[src/rtl/axi_4_lite_mst.sv]
// AXI4-Lite single-outstanding master: turns one user command into one AXI
// transaction and hands the captured response back on the RSP channel.
`ifndef C_AXI_ADDR_WIDTH
`define C_AXI_ADDR_WIDTH 32
`endif
`ifndef C_AXI_DATA_WIDTH
`define C_AXI_DATA_WIDTH 32
`endif
`ifndef C_AXI_STROBE_WIDTH
`define C_AXI_STROBE_WIDTH 4
`endif

module axi_4_lite_mst #(
  parameter int TIMEOUT_CYCLES = 255
) (
  input  logic                           M_AXI_ACLK,
  input  logic                           M_AXI_ARESETN,
  output logic                           M_AXI_AWVALID,
  input  logic                           M_AXI_AWREADY,
  output logic [`C_AXI_ADDR_WIDTH-1:0]   M_AXI_AWADDR,
  output logic [2:0]                     M_AXI_AWPROT,
  output logic                           M_AXI_WVALID,
  input  logic                           M_AXI_WREADY,
  output logic [`C_AXI_DATA_WIDTH-1:0]   M_AXI_WDATA,
  output logic [`C_AXI_STROBE_WIDTH-1:0] M_AXI_WSTRB,
  input  logic                           M_AXI_BVALID,
  output logic                           M_AXI_BREADY,
  input  logic [1:0]                     M_AXI_BRESP,
  output logic                           M_AXI_ARVALID,
  input  logic                           M_AXI_ARREADY,
  output logic [`C_AXI_ADDR_WIDTH-1:0]   M_AXI_ARADDR,
  output logic [2:0]                     M_AXI_ARPROT,
  input  logic                           M_AXI_RVALID,
  output logic                           M_AXI_RREADY,
  input  logic [`C_AXI_DATA_WIDTH-1:0]   M_AXI_RDATA,
  input  logic [1:0]                     M_AXI_RRESP,
  input  logic                           CMD_VALID,
  output logic                           CMD_READY,
  input  logic                           CMD_WRITE,
  input  logic [`C_AXI_ADDR_WIDTH-1:0]   CMD_ADDR,
  input  logic [`C_AXI_DATA_WIDTH-1:0]   CMD_WDATA,
  input  logic [`C_AXI_STROBE_WIDTH-1:0] CMD_WSTRB,
  output logic                           RSP_VALID,
  input  logic                           RSP_READY,
  output logic [`C_AXI_DATA_WIDTH-1:0]   RSP_RDATA,
  output logic [1:0]                     RSP_RESP,
  output logic                           STALL
);
  localparam int AW = `C_AXI_ADDR_WIDTH;
  localparam int DW = `C_AXI_DATA_WIDTH;
  localparam int SW = `C_AXI_STROBE_WIDTH;
  localparam int CW = $clog2(TIMEOUT_CYCLES + 2);
  localparam logic [CW-1:0] TMAX = CW'(TIMEOUT_CYCLES);

  localparam logic [2:0] S_IDLE    = 3'd0;
  localparam logic [2:0] S_WR      = 3'd1;
  localparam logic [2:0] S_WR_RESP = 3'd2;
  localparam logic [2:0] S_RD_ADDR = 3'd3;
  localparam logic [2:0] S_RD_DATA = 3'd4;
  localparam logic [2:0] S_RSP     = 3'd5;

  logic [2:0]    state_q, state_d;
  logic          awvalid_q, awvalid_d, wvalid_q, wvalid_d, arvalid_q, arvalid_d;
  logic [AW-1:0] addr_q, addr_d;
  logic [DW-1:0] wdata_q, wdata_d, rdata_q, rdata_d;
  logic [SW-1:0] wstrb_q, wstrb_d;
  logic [1:0]    resp_q, resp_d;
  logic [CW-1:0] cnt_q, cnt_d;

  always_comb begin
    state_d   = state_q;
    awvalid_d = awvalid_q;
    wvalid_d  = wvalid_q;
    arvalid_d = arvalid_q;
    addr_d    = addr_q;
    wdata_d   = wdata_q;
    wstrb_d   = wstrb_q;
    rdata_d   = rdata_q;
    resp_d    = resp_q;
    case (state_q)
      S_IDLE: if (CMD_VALID) begin
        addr_d  = CMD_ADDR;
        wdata_d = CMD_WDATA;
        wstrb_d = CMD_WSTRB;
        if (CMD_WRITE) begin
          state_d   = S_WR;
          awvalid_d = 1'b1;
          wvalid_d  = 1'b1;
        end else begin
          state_d   = S_RD_ADDR;
          arvalid_d = 1'b1;
        end
      end
      // AW and W retire independently; leave once neither is pending
      S_WR: begin
        if (M_AXI_AWREADY) awvalid_d = 1'b0;
        if (M_AXI_WREADY)  wvalid_d  = 1'b0;
        if (!awvalid_d && !wvalid_d) state_d = S_WR_RESP;
      end
      S_WR_RESP: if (M_AXI_BVALID) begin
        resp_d  = M_AXI_BRESP;
        rdata_d = '0;
        state_d = S_RSP;
      end
      S_RD_ADDR: if (M_AXI_ARREADY) begin
        arvalid_d = 1'b0;
        state_d   = S_RD_DATA;
      end
      S_RD_DATA: if (M_AXI_RVALID) begin
        resp_d  = M_AXI_RRESP;
        rdata_d = M_AXI_RDATA;
        state_d = S_RSP;
      end
      S_RSP: if (RSP_READY) state_d = S_IDLE;
      default: state_d = S_IDLE;
    endcase
  end

  // Wait counter restarts on any state change and parks at the limit
  always_comb begin
    cnt_d = cnt_q;
    if (state_d != state_q) cnt_d = '0;
    else if (cnt_q != TMAX) cnt_d = cnt_q + 1'b1;
  end

  always_ff @(posedge M_AXI_ACLK) begin
    if (!M_AXI_ARESETN) begin
      state_q   <= S_IDLE;
      awvalid_q <= 1'b0;
      wvalid_q  <= 1'b0;
      arvalid_q <= 1'b0;
      addr_q    <= '0;
      wdata_q   <= '0;
      wstrb_q   <= '0;
      rdata_q   <= '0;
      resp_q    <= '0;
      cnt_q     <= '0;
    end else begin
      state_q   <= state_d;
      awvalid_q <= awvalid_d;
      wvalid_q  <= wvalid_d;
      arvalid_q <= arvalid_d;
      addr_q    <= addr_d;
      wdata_q   <= wdata_d;
      wstrb_q   <= wstrb_d;
      rdata_q   <= rdata_d;
      resp_q    <= resp_d;
      cnt_q     <= cnt_d;
    end
  end

  assign M_AXI_AWVALID = awvalid_q;
  assign M_AXI_AWADDR  = addr_q;
  assign M_AXI_AWPROT  = 3'b000;
  assign M_AXI_WVALID  = wvalid_q;
  assign M_AXI_WDATA   = wdata_q;
  assign M_AXI_WSTRB   = wstrb_q;
  assign M_AXI_BREADY  = (state_q == S_WR_RESP);
  assign M_AXI_ARVALID = arvalid_q;
  assign M_AXI_ARADDR  = addr_q;
  assign M_AXI_ARPROT  = 3'b000;
  assign M_AXI_RREADY  = (state_q == S_RD_DATA);
  assign CMD_READY     = (state_q == S_IDLE);
  assign RSP_VALID     = (state_q == S_RSP);
  assign RSP_RDATA     = rdata_q;
  assign RSP_RESP      = resp_q;
  assign STALL         = (cnt_q == TMAX);
endmodule
[config.mk]
export PLATFORM = sky130hd
export DESIGN_NAME = axi_4_lite_mst
export DESIGN_NICKNAME = d
export VERILOG_FILES = /design/src/rtl/axi_4_lite_mst.sv
export SDC_FILE = /design/constraint.sdc
export NUM_CORES = 1
export LEC_CHECK = 0
export CAP_MARGIN = 30
export CORE_AREA = 2 2 120 122
export CTS_CLUSTER_DIAMETER = 30
export DETAILED_ROUTE_END_ITERATION = 16
export DIE_AREA = 0 0 122 124
export PLACE_DENSITY = 0.81
export REMOVE_ABC_BUFFERS = 1
export SYNTH_ARGS = -nofsm -noshare
export SYNTH_HDL_FRONTEND = slang
export SYNTH_SLANG_ARGS = --single-unit
[constraint.sdc]
create_clock -name M_AXI_ACLK -period 1.75 [get_ports M_AXI_ACLK]
set_input_delay 0.4375 -clock M_AXI_ACLK [delete_from_list [all_inputs] [get_ports M_AXI_ACLK]]
set_output_delay 0.4375 -clock M_AXI_ACLK [all_outputs]
set_load 0.005 [all_outputs]
# Word-level counts from Yosys, hierarchy flattened
# Index checks and enable logic that the tools add are counted.
[totals] ff_bits=117 word_cells=64 input_bits=114 out_inout_bits=148
[op_classes] n_addsub=1 reduce_logical=12 muxes=26 n_bitwise=1 eq_ne=14
[ops] operator="$mux 32" n=2
[ops] operator="$pmux 32 s2" n=1
[ops] operator="$mux 3" n=6
[ops] operator="$pmux 3 s6" n=1
[ops] operator="$ne 2x2->1 const B" n=5
[ops] operator="$add 9x1->9 const B" n=1
[ops] operator="$eq 9x8->1 const B" n=1
[ops] operator="$mux 1" n=9
[ops] operator="$ne 9x8->1 const B" n=1
[ops] operator="$eq 3x2->1 const B" n=2
[ops] operator="$eq 3x3->1 const B" n=2
[ops] operator="$mux 2" n=3
[ops] operator="$pmux 1 s2" n=3
[ops] operator="$reduce_and 3->1" n=2
[ops] operator="$reduce_bool 2->1" n=3
[ops] operator="$pmux 2 s2" n=1
[ops] operator="$reduce_and 4->1" n=1
[ops] operator="$eq 3x1->1 const B" n=1
[ops] operator="$logic_not 3->1" n=1
[ops] operator="$ne 3x3->1" n=1
[ops] operator="$logic_not 1->1" n=2
[ops] operator="$ne 2x1->1 const B" n=1
[ops] operator="$reduce_and 2->1" n=1
[ops] operator="$reduce_or 2->1" n=1
[ops] operator="2 further kinds" n=2

# Logic depth before layout (Yosys ltp)
# Gate-level depths: netlist of run 1.
[depth] word_depth=8 mapped_depth=9 mapped_depth_nobuf=9

# Worst setup path after synthesis of run 1
# OpenSTA, ideal clock, no wires.
[synth_path] kind="in2reg" from="in CMD_VALID" to="reg cnt_q[0]" required_time_ns=1.617 path_slack_ns=-0.117 path_stages=6 t_arrival_ns=1.734 path_buffers=1 setup_time_ns=0.133 cell_sequence="or4b_2 > clkbuf_1 > o31ai_1 > nor4_4 > xnor2_2 > nor3_1"
[synth_via] elab_chain_len=4
[synth_lines] element="start, declared" line="37" text="input logic CMD_VALID,"
[synth_lines] element="$mux 3" line="81" text="S_IDLE: if (CMD_VALID) begin"
[synth_lines] element="$pmux 3 s6" line="80" text="case (state_q)"
[synth_lines] element="$ne 3x3->1" line="122" text="if (state_d != state_q) cnt_d = '0;"
[synth_lines] element="$reduce_or 2->1 (no line)"
[synth_lines] element="end signal, assigned" line="148" text="cnt_q <= cnt_d;"
[synth_lines] element="end, declared" line="68" text="logic [CW-1:0] cnt_q, cnt_d;"
# No other way between the ends.
# A chain may end at the register's enable or synchronous reset.

# Worst setup path after layout of run 1
[layout_path] from="reg cnt_q[1]" to="out STALL"
[layout_via] elab_chain_len=1
[layout_lines] element="$eq 9x8->1" line="167" text="assign STALL = (cnt_q == TMAX);"
[layout_lines] element="end, declared" line="47" text="output logic STALL"
# No other way between the ends.

==> impl_metrics.env, run 1 <==
export IMPL_dieArea_um2=15100
export IMPL_num_io_pins=262
export IMPL_period_needed_ns=1.79
export IMPL_drv_cap=0
export IMPL_nFillCells=1129
export IMPL_hold_viol=0
export IMPL_drcViolationCount=0
export IMPL_ys_ff_latch=117
export IMPL_crit_fanout=2
export IMPL_viasPerCell=4.64
export IMPL_dr_total_vias=4796
export IMPL_die_w_um=122
export IMPL_rows=43
export IMPL_cts_htree_levels=4
export IMPL_path_clk_slew_ns=0.05
export IMPL_hpwl_mm=10.9
export IMPL_clock_latency_ns=0.41
export IMPL_synth_cells=582
export IMPL_antennaDiodeCount=0
export IMPL_hold_class="input port to flop"
export IMPL_cts_buffers=17
export IMPL_finalWirelength_mm=15.8
export IMPL_p_per_area_nw_per_um2=990
export IMPL_stdcell_area_um2=8610
export IMPL_cpPeakStageDelay_ns=0.35
export IMPL_fin_ws_ns=-0.0365
export IMPL_ant_nets=0
export IMPL_grt_usage_pct=20.3
export IMPL_cp_start_kind="flop"
export IMPL_crit_family="flip-flops"
export IMPL_crit_chain="ha_4 > nand3_2 > nor2_2 > ha_2 > buf_6"
export IMPL_cts_root_buf="clkbuf_16"
export IMPL_cts_buffer_depth=2
export IMPL_setup_violations=9
export IMPL_grt_pass1_vias=4595
export IMPL_seq_area_frac_synth_pct=47.8
export IMPL_gp_congestion=0.820
export IMPL_core_area_um2=13700
export IMPL_drt_initial_drc_count=259
export IMPL_grt_pass1_wl_mm=23.6
export IMPL_synth_area_leaders="dfxtp_1, a21boi_0, nand2_1"
export IMPL_synth_top_area_cell="dfxtp_1"
export IMPL_ir_drop_mv=0.661
export IMPL_cp_required_ns=1.31
export IMPL_setup_tns_ns=-0.120
export IMPL_cp_end_kind="output pin"
export IMPL_cpMaxStageDelayCell="dfxtp_2"
export IMPL_synth_top_area_share_pct=47.8
export IMPL_outcome="complete, but fails checks"
export IMPL_leakagePower_nw=3.56
export IMPL_cts_tree="done"
export IMPL_fin_total_pwr_mw=8.52
export IMPL_drive_above_1_share_pct=18.0
export IMPL_synth_cell_type_count=37
export IMPL_violations="negative setup slack"
export IMPL_synth_area_um2=4900
export IMPL_grt_ovfl_total=0
export IMPL_yosysWarnings=0
export IMPL_ctsHoldBuffers=0
export IMPL_clock_sinks=117
export IMPL_placed_area_um2=7670
export IMPL_rsz0062_at_grt="true"
export IMPL_wire_per_inst_um=15.3
export IMPL_fmax_ghz=0.560
export IMPL_cp_num_buf_inv=1
export IMPL_path_class="flop to output pin"
export IMPL_nets=957
export IMPL_finClkSkew_ns=0.00811
export IMPL_synthToLayoutAreaGrowth_pct=75.8
export IMPL_hold_ws_ns=0.437
export IMPL_dp_slack_ns=-0.651
export IMPL_avgSynthCellArea_um2=8.41
export IMPL_arrival_ns=1.35
export IMPL_fin_crit_sh_pct=102
export IMPL_portBuffers=255
export IMPL_initial_utilization_pct=35.7
export IMPL_grt_max_degree=60
export IMPL_fp_dieH_um=124
export IMPL_drv_slew=0
export IMPL_antenna_found_initial=0
export IMPL_first_pass_iters=4
-- report_power, final --
group          internal (mW)  switching [mW]
registers               2.91           0.146
logic                   1.25           0.970
clock network           2.05            1.20
-- layout make-up --
class	instances	area, um^2	share of cell area (%)
multi-input combinational	387	2290	26.7
timing repair buffer	314	3130	36.4
inverter	4	15.0	0.174
clock buffer	23	478	5.55
sequential	117	2380	27.7
tap	180	225	2.62
clock inverter	9	77.6	0.901
-- flip-flops by register name (all words and copies together) (netlist names), 2 cells and up --
signal        count
M_AXI_ARADDR     32
M_AXI_WDATA      32
M_AXI_WSTRB       4
RSP_RDATA        32
RSP_RESP          2
cnt_q             9
state_q           3
-- synthesized netlist by cell type --
cell type / instances
nand2_1: 177
dfxtp_1: 117
a21boi_0: 103
buf_4: 38
nand3_1: 34
clkbuf_1: 32
nor3_1: 10
nor2_1: 9
buf_2: 7
inv_1: 4
nand2b_1: 4
xor2_1: 4
a21oi_1: 3
and2_1: 3
mux2i_1: 3
nand4_1: 3
nor2b_1: 3
o21ai_0: 3
xnor2_1: 3
a31oi_1: 2
buf_1: 2
ha_1: 2
o211a_1: 2
a22o_1: 1
a31o_1: 1
conb_1: 1
nand4b_1: 1
nor3_2: 1
nor3b_1: 1
nor4_4: 1
nor4bb_1: 1
o221a_2: 1
o22ai_1: 1
o31ai_1: 1
or3b_2: 1
or4b_2: 1
xnor2_2: 1
-- cells in the final DEF, fill, tap and decap left out, types with 3 or more instances in the layout --
cell / netlist / routed
clkdlybuf4s50_1: 0 / 221
clkbuf_1: 32 / 3
dfxtp_1: 117 / 89
clkbuf_8: 0 / 3
xor2_1: 4 / 4
mux2i_1: 3 / 3
inv_1: 4 / 4
a21oi_1: 3 / 3
clkbuf_16: 0 / 17
dfxtp_2: 0 / 25
nor2_1: 9 / 5
nand4_1: 3 / 3
nand3_1: 34 / 33
buf_4: 38 / 47
dlymetal6s2s_1: 0 / 24
nand2_1: 177 / 177
dlygate4sd2_1: 0 / 4
buf_2: 7 / 5
buf_12: 0 / 4
a21boi_1: 0 / 8
a21boi_0: 103 / 95
xnor2_1: 3 / 3
nor3_4: 0 / 4
o21ai_0: 3 / 3
clkinv_2: 0 / 5
clkinvlp_4: 0 / 3
nor2_2: 0 / 3
dfxtp_4: 0 / 3
buf_6: 0 / 7
conb_1: 1 / 6
nor3_2: 1 / 7
-- worst paths after layout --
kind	start	end	slack, ns	depth (start not counted)
max	cnt_q[1]	STALL	-0.04	5
min	M_AXI_ARESETN	M_AXI_ARADDR[11]	0.44	2
max reg2reg	state_q[1]	cnt_q[8]	-0.02	7
min reg2reg	RSP_RDATA[2]	RSP_RDATA[2]	0.45	2
-- cells by family (layout without fill, tap and decap cells) --
| logic type | Yosys count | after routing | share of synthesized area (%) |
|---|---|---|---|
| buffers and inverters | 83 | 350 | 9.46 |
| flip-flops | 117 | 117 | 47.8 |
| AO/OA/AOI/OAI | 118 | 118 | 17.9 |
| AND/OR/NAND/NOR | 250 | 250 | 22.0 |
| XOR/XNOR | 8 | 8 | 1.58 |
| multiplexers | 3 | 3 | 0.613 |
| adder cells (fa/ha/maj) | 2 | 2 | 0.511 |
| other | 1 | 6 | 0.0766 |
-- through the flow --
step           utilization, %  instances
3_5_place_dp             55.9        992
5_1_grt                  62.7       1034
6_report                 62.7       1034
3_3_place_gp             55.9        992
4_1_cts                  61.1       1028
2_1_floorplan               -        508
-- routing by layer --
layer  vias up  wire, um  global-route usage, %
li1       2395         -                      -
met1      2246      6470                   23.4
met2       134      8120                   34.7
met3        21       888                   6.18
met4         0       327                   9.05
met5         -         0                      0
-- timing repair --
item	CTS	global route
gates cloned	1	0
pin swaps	7	18
setup endpoints to repair	78	92
resized for setup	60	70
setup buffers	3	6
Note: power is estimated with default switching activity, not from simulation.
==> inputs of run 2 (changes only) <==
--- a/config.mk
+++ b/config.mk
@@ -6,11 +6,11 @@
 export NUM_CORES = 1
 export LEC_CHECK = 0
 export CAP_MARGIN = 30
-export CORE_AREA = 2 2 120 122
+export CORE_AREA = 2 2 122 124
 export CTS_CLUSTER_DIAMETER = 30
 export DETAILED_ROUTE_END_ITERATION = 16
-export DIE_AREA = 0 0 122 124
-export PLACE_DENSITY = 0.81
+export DIE_AREA = 0 0 124 126
+export PLACE_DENSITY = 0.79
 export REMOVE_ABC_BUFFERS = 1
 export SYNTH_ARGS = -nofsm -noshare
 export SYNTH_HDL_FRONTEND = slang
==> impl_metrics.env, run 2 (same netlist as run 1, synthesis figures left out) <==
export IMPL_outcome="complete, but fails checks"
export IMPL_violations="negative setup slack"
export IMPL_cp_depth=5
export IMPL_rsz0062_at_grt="true"
export IMPL_cp_start_kind="flop"
export IMPL_ir_drop_mv=0.619
export IMPL_clock_latency_ns=0.40
export IMPL_cp_num_buf_inv=1
export IMPL_layout_common_cells="clkdlybuf4s50_1, nand2_1, a21boi_0"
export IMPL_cts_buffer_depth=2
export IMPL_cts_buffers=17
export IMPL_path_clk_slew_ns=0.05
export IMPL_hp_start="RSP_RDATA[15]"
export IMPL_synthToLayoutAreaGrowth_pct=76.6
export IMPL_portBuffers=255
export IMPL_drcViolationCount=0
export IMPL_ctsHoldBuffers=0
export IMPL_seqPwrFrac_pct=34.2
export IMPL_crit_family="flip-flops"
export IMPL_grt_usage_pct=19.4
export IMPL_antennaDiodeCount=0
export IMPL_hold_ws_ns=0.450
export IMPL_cts_tree="done"
export IMPL_gp_congestion=0.829
export IMPL_placed_area_um2=7660
export IMPL_drt_initial_drc_count=209
export IMPL_cts_root_buf="clkbuf_16"
export IMPL_r2r_cells=7
export IMPL_drv_slew=0
export IMPL_stdcell_area_um2=8650
export IMPL_ant_nets=0
export IMPL_cp_required_ns=1.31
export IMPL_layout_commonest_cell="clkdlybuf4s50_1"
export IMPL_grt_pass1_wl_mm=23.4
export IMPL_worstSetupStartpoint="cnt_q[0]"
export IMPL_crit_fanout=2
export IMPL_switching_power_mw=2.34
export IMPL_cpPeakStageDelay_ns=0.36
export IMPL_grt_ovfl_total=0
export IMPL_initial_utilization_pct=34.2
export IMPL_antenna_found_initial=0
export IMPL_dr_total_vias=4788
export IMPL_holdPathStages=2
export IMPL_clock_sinks=117
export IMPL_fmax_ghz=0.550
export IMPL_fin_crit_sh_pct=104
export IMPL_period_needed_ns=1.82
export IMPL_cp_end_kind="output pin"
export IMPL_leakagePower_nw=3.38
export IMPL_wire_per_inst_um=15.3
export IMPL_grt_pass1_vias=4519
export IMPL_drive_above_1_share_pct=17.1
export IMPL_drv_cap=0
export IMPL_hpwl_mm=10.6
export IMPL_die_w_um=124
export IMPL_first_pass_iters=4
export IMPL_cts_htree_levels=4
export IMPL_swShare_pct=26.2
export IMPL_hold_class="flop to flop"
export IMPL_nets=953
export IMPL_rr_startpoint="state_q[2]"
export IMPL_fin_total_pwr_mw=8.91
export IMPL_grt_max_degree=68
export IMPL_num_io_pins=262
export IMPL_p_int_mw=6.57
export IMPL_viasPerCell=4.64
export IMPL_crit_chain="ha_4 > nand3_2 > nor2_2 > ha_2 > buf_2"
export IMPL_rows=44
export IMPL_p_comb_share_pct=25.5
export IMPL_finalWirelength_mm=15.8
export IMPL_core_area_um2=14300
export IMPL_cpMaxStageDelayCell="dfxtp_2"
export IMPL_fp_dieH_um=126
export IMPL_arrival_ns=1.38
export IMPL_finClkSkew_ns=0.0125
export IMPL_clkPwrFrac_pct=40.3
export IMPL_hold_viol=0
export IMPL_setup_violations=11
export IMPL_fin_ws_ns=-0.0687
export IMPL_dieArea_um2=15600
export IMPL_p_per_area_nw_per_um2=1030
export IMPL_path_class="flop to output pin"
run 2: final cells by class:
| type | count | area, um^2 |
|---|---|---|
| Clock buffer | 21 | 450 |
| Inverter | 4 | 17.5 |
| Tap cell | 184 | 230 |
| Multi-Input combinational cell | 388 | 2350 |
| Sequential cell | 117 | 2370 |
| Clock inverter | 10 | 155 |
| Fill cell | 1226 | 5670 |
| Timing Repair Buffer | 309 | 3070 |
run 2: through the flow:
step,setup WS (ns),utilization [%],std cells,TNS [ns]
after global routing,-0.160,60.4,1033,-1.05
final,-0.0687,60.4,1033,-0.372
after global placement,-0.607,53.5,989,-50.25
after detailed placement,-0.693,53.5,989,-54.52
after CTS,-0.0925,59.1,1029,-0.0925
after floorplan,-0.666,-,508,-61.65
run 2: repair_timing:
item | 4_1_cts | 5_1_grt
endpoints found under the setup margin | 113 | 72
pin swaps | 7 | 14
gates resized for setup | 65 | 52
buffers inserted | 7 | 4
gates cloned | 2 | 0
run 2: path summary, 6_finish.rpt:
kind	to	slack [ns]
hold reg to reg	RSP_RDATA[15]	0.45
hold / removal	RSP_RDATA[15]	0.45
setup / recovery	STALL	-0.07
setup reg to reg	cnt_q[6]	-0.06
run 2: power by group through the flow:
stage          logic, mW  registers [mW]  clock network [mW]
6_report            2.27            3.05                3.59
5_1_grt             2.44            3.07                3.80
4_1_cts             2.16            3.04                3.67
3_5_place_dp        1.98            3.08                   0
3_3_place_gp        1.96            3.07                   0
2_1_floorplan      0.595            3.12                   0
run 2: routing by layer:
metal  vias up  routed length [um]  part of all wire (%)  track usage, %
met3        29                 930                   5.9            5.80
li1       2382                   -                     -               -
met1      2218                6500                    41            23.3
met4         0                 337                   2.1            7.60
met2       159                8020                    51            32.5
met5         -                   0                     0               0
run 2: worst min-delay path: stages (launching register included):
cell      delay, ns
dfxtp_1        0.31
nand2_1        0.05
a21boi_1       0.05
==> inputs of run 3 (changes only) <==
--- a/config.mk
+++ b/config.mk
@@ -5,12 +5,12 @@
 export SDC_FILE = /design/constraint.sdc
 export NUM_CORES = 1
 export LEC_CHECK = 0
-export CAP_MARGIN = 30
+export CAP_MARGIN = 20
 export CORE_AREA = 2 2 122 124
 export CTS_CLUSTER_DIAMETER = 30
 export DETAILED_ROUTE_END_ITERATION = 16
 export DIE_AREA = 0 0 124 126
-export PLACE_DENSITY = 0.79
+export PLACE_DENSITY = 0.86
 export REMOVE_ABC_BUFFERS = 1
 export SYNTH_ARGS = -nofsm -noshare
 export SYNTH_HDL_FRONTEND = slang
==> constraint.sdc (replaced) <==
create_clock -name M_AXI_ACLK -period 1.5 [get_ports M_AXI_ACLK]
set_input_delay 0.375 -clock M_AXI_ACLK [delete_from_list [all_inputs] [get_ports M_AXI_ACLK]]
set_output_delay 0.375 -clock M_AXI_ACLK [all_outputs]
set_load 0.005 [all_outputs]
==> impl_metrics.env, run 3 (same netlist as run 1, synthesis figures left out) <==
export IMPL_cp_end_kind="flop"
export IMPL_clock_latency_ns=0.40
export IMPL_path_class="flop to flop"
export IMPL_cp_start_kind="flop"
export IMPL_cts_root_buf="clkbuf_16"
export IMPL_num_io_pins=262
export IMPL_rows=44
export IMPL_core_area_um2=14300
export IMPL_initial_utilization_pct=34.2
export IMPL_drcViolationCount=0
export IMPL_ant_nets=0
export IMPL_wire_per_inst_um=18.4
export IMPL_fin_crit_sh_pct=122
export IMPL_placed_area_um2=7650
export IMPL_drv_cap=0
export IMPL_finish_utilization_pct=66.5
export IMPL_cts_buffer_depth=2
export IMPL_first_pass_iters=4
export IMPL_hold_class="input port to flop"
export IMPL_grt_pass1_vias=5101
export IMPL_path_clk_slew_ns=0.05
export IMPL_ir_drop_mv=0.739
export IMPL_leakagePower_nw=4.18
export IMPL_violations="negative setup slack"
export IMPL_p_per_area_nw_per_um2=1150
export IMPL_antenna_found_initial=0
export IMPL_fin_ws_ns=-0.337
export IMPL_cts_htree_levels=4
export IMPL_hold_viol=0
export IMPL_cts_buffers=17
export IMPL_gp_congestion=0.810
export IMPL_finalWirelength_mm=19.6
export IMPL_arrival_ns=2.13
export IMPL_ctsHoldBuffers=0
export IMPL_synthToLayoutAreaGrowth_pct=94.3
export IMPL_portBuffers=255
export IMPL_dr_total_vias=5213
export IMPL_die_w_um=124
export IMPL_cts_tree="done"
export IMPL_drt_initial_drc_count=297
export IMPL_rsz0062_at_grt="true"
export IMPL_drv_slew=0
export IMPL_crit_fanout=6
export IMPL_fmax_ghz=0.544
export IMPL_cp_required_ns=1.79
export IMPL_viasPerCell=4.90
export IMPL_clock_sinks=117
export IMPL_grt_max_degree=61
export IMPL_layout_common_cells="dlygate4sd2_1, nand2_1, clkdlybuf4s50_1"
export IMPL_fin_total_pwr_mw=11.0
export IMPL_layout_commonest_cell="dlygate4sd2_1"
export IMPL_grt_pass1_wl_mm=27.7
export IMPL_antennaDiodeCount=0
export IMPL_drive_above_1_share_pct=34.1
export IMPL_dieArea_um2=15600
export IMPL_dp_slack_ns=-0.839
export IMPL_grt_ovfl_total=0
export IMPL_setup_violations=118
export IMPL_stdcell_area_um2=9510
export IMPL_nets=985
export IMPL_outcome="complete, but fails checks"
export IMPL_setup_tns_ns=-22.61
export IMPL_fp_dieH_um=126
export IMPL_period_needed_ns=1.84
export IMPL_hpwl_mm=10.7
export IMPL_finClkSkew_ns=0.00414
export IMPL_nFillCells=1107
export IMPL_grt_usage_pct=23.4
[run 3: metal layers]
metal,share of wire [%],routed length [um],GRT usage (%),vias to the layer above
li1,-,-,-,2460
met1,39,7680,26.8,2485
met2,51,10100,40.1,210
met3,5.8,1140,5.66,58
met4,3.5,683,11.9,0
met5,0,0,0,-
[run 3: area by class of cell]
class,count,area [um^2],area share [%]
clock buffer,26,529,5.56
tap,184,230,2.42
sequential,117,2400,25.2
timing repair buffer,342,3420,36.0
multi-input combinational,387,2850,29.9
inverter,4,22.5,0.237
clock inverter,3,65.1,0.684
[run 3: per-stage QoR]
step	instances	hold WS, ns
2_1_floorplan	508	0.457
3_3_place_gp	991	0.447
3_5_place_dp	991	0.455
4_1_cts	1054	0.359
5_1_grt	1063	0.386
6_report	1063	0.379
[run 3: final timing paths]
path,slack [ns],endpoint,cells past startpoint,from
setup / recovery,-0.34,cnt_q[0],8,state_q[2]
hold / removal,0.38,M_AXI_ARADDR[30],2,M_AXI_ARESETN
setup reg to reg,-0.34,cnt_q[0],8,state_q[2]
hold reg to reg,0.45,RSP_RDATA[4],2,RSP_RDATA[4]
[run 3: repair_timing]
item / CTS / global route
buffers inserted: 22 / 16
setup endpoints to repair: 258 / 121
gates resized for setup: 356 / 148
cloned: 14 / 5
pin swaps: 73 / 80
[run 3: where the power goes]
group	internal (mW)	switching [mW]
Clock	2.73	1.37
Sequential	3.39	0.205
Combinational	1.76	1.53
[run 3: worst max-delay path, cell delays in order, from the launching register on]
cell and delay, ns:
dfxtp_4 0.36, buf_6 0.11, or4b_4 0.53, buf_12 0.17, nor2_4 0.11, a31oi_4 0.05
nand4_1 0.18, buf_6 0.17, nor3_4 0.05
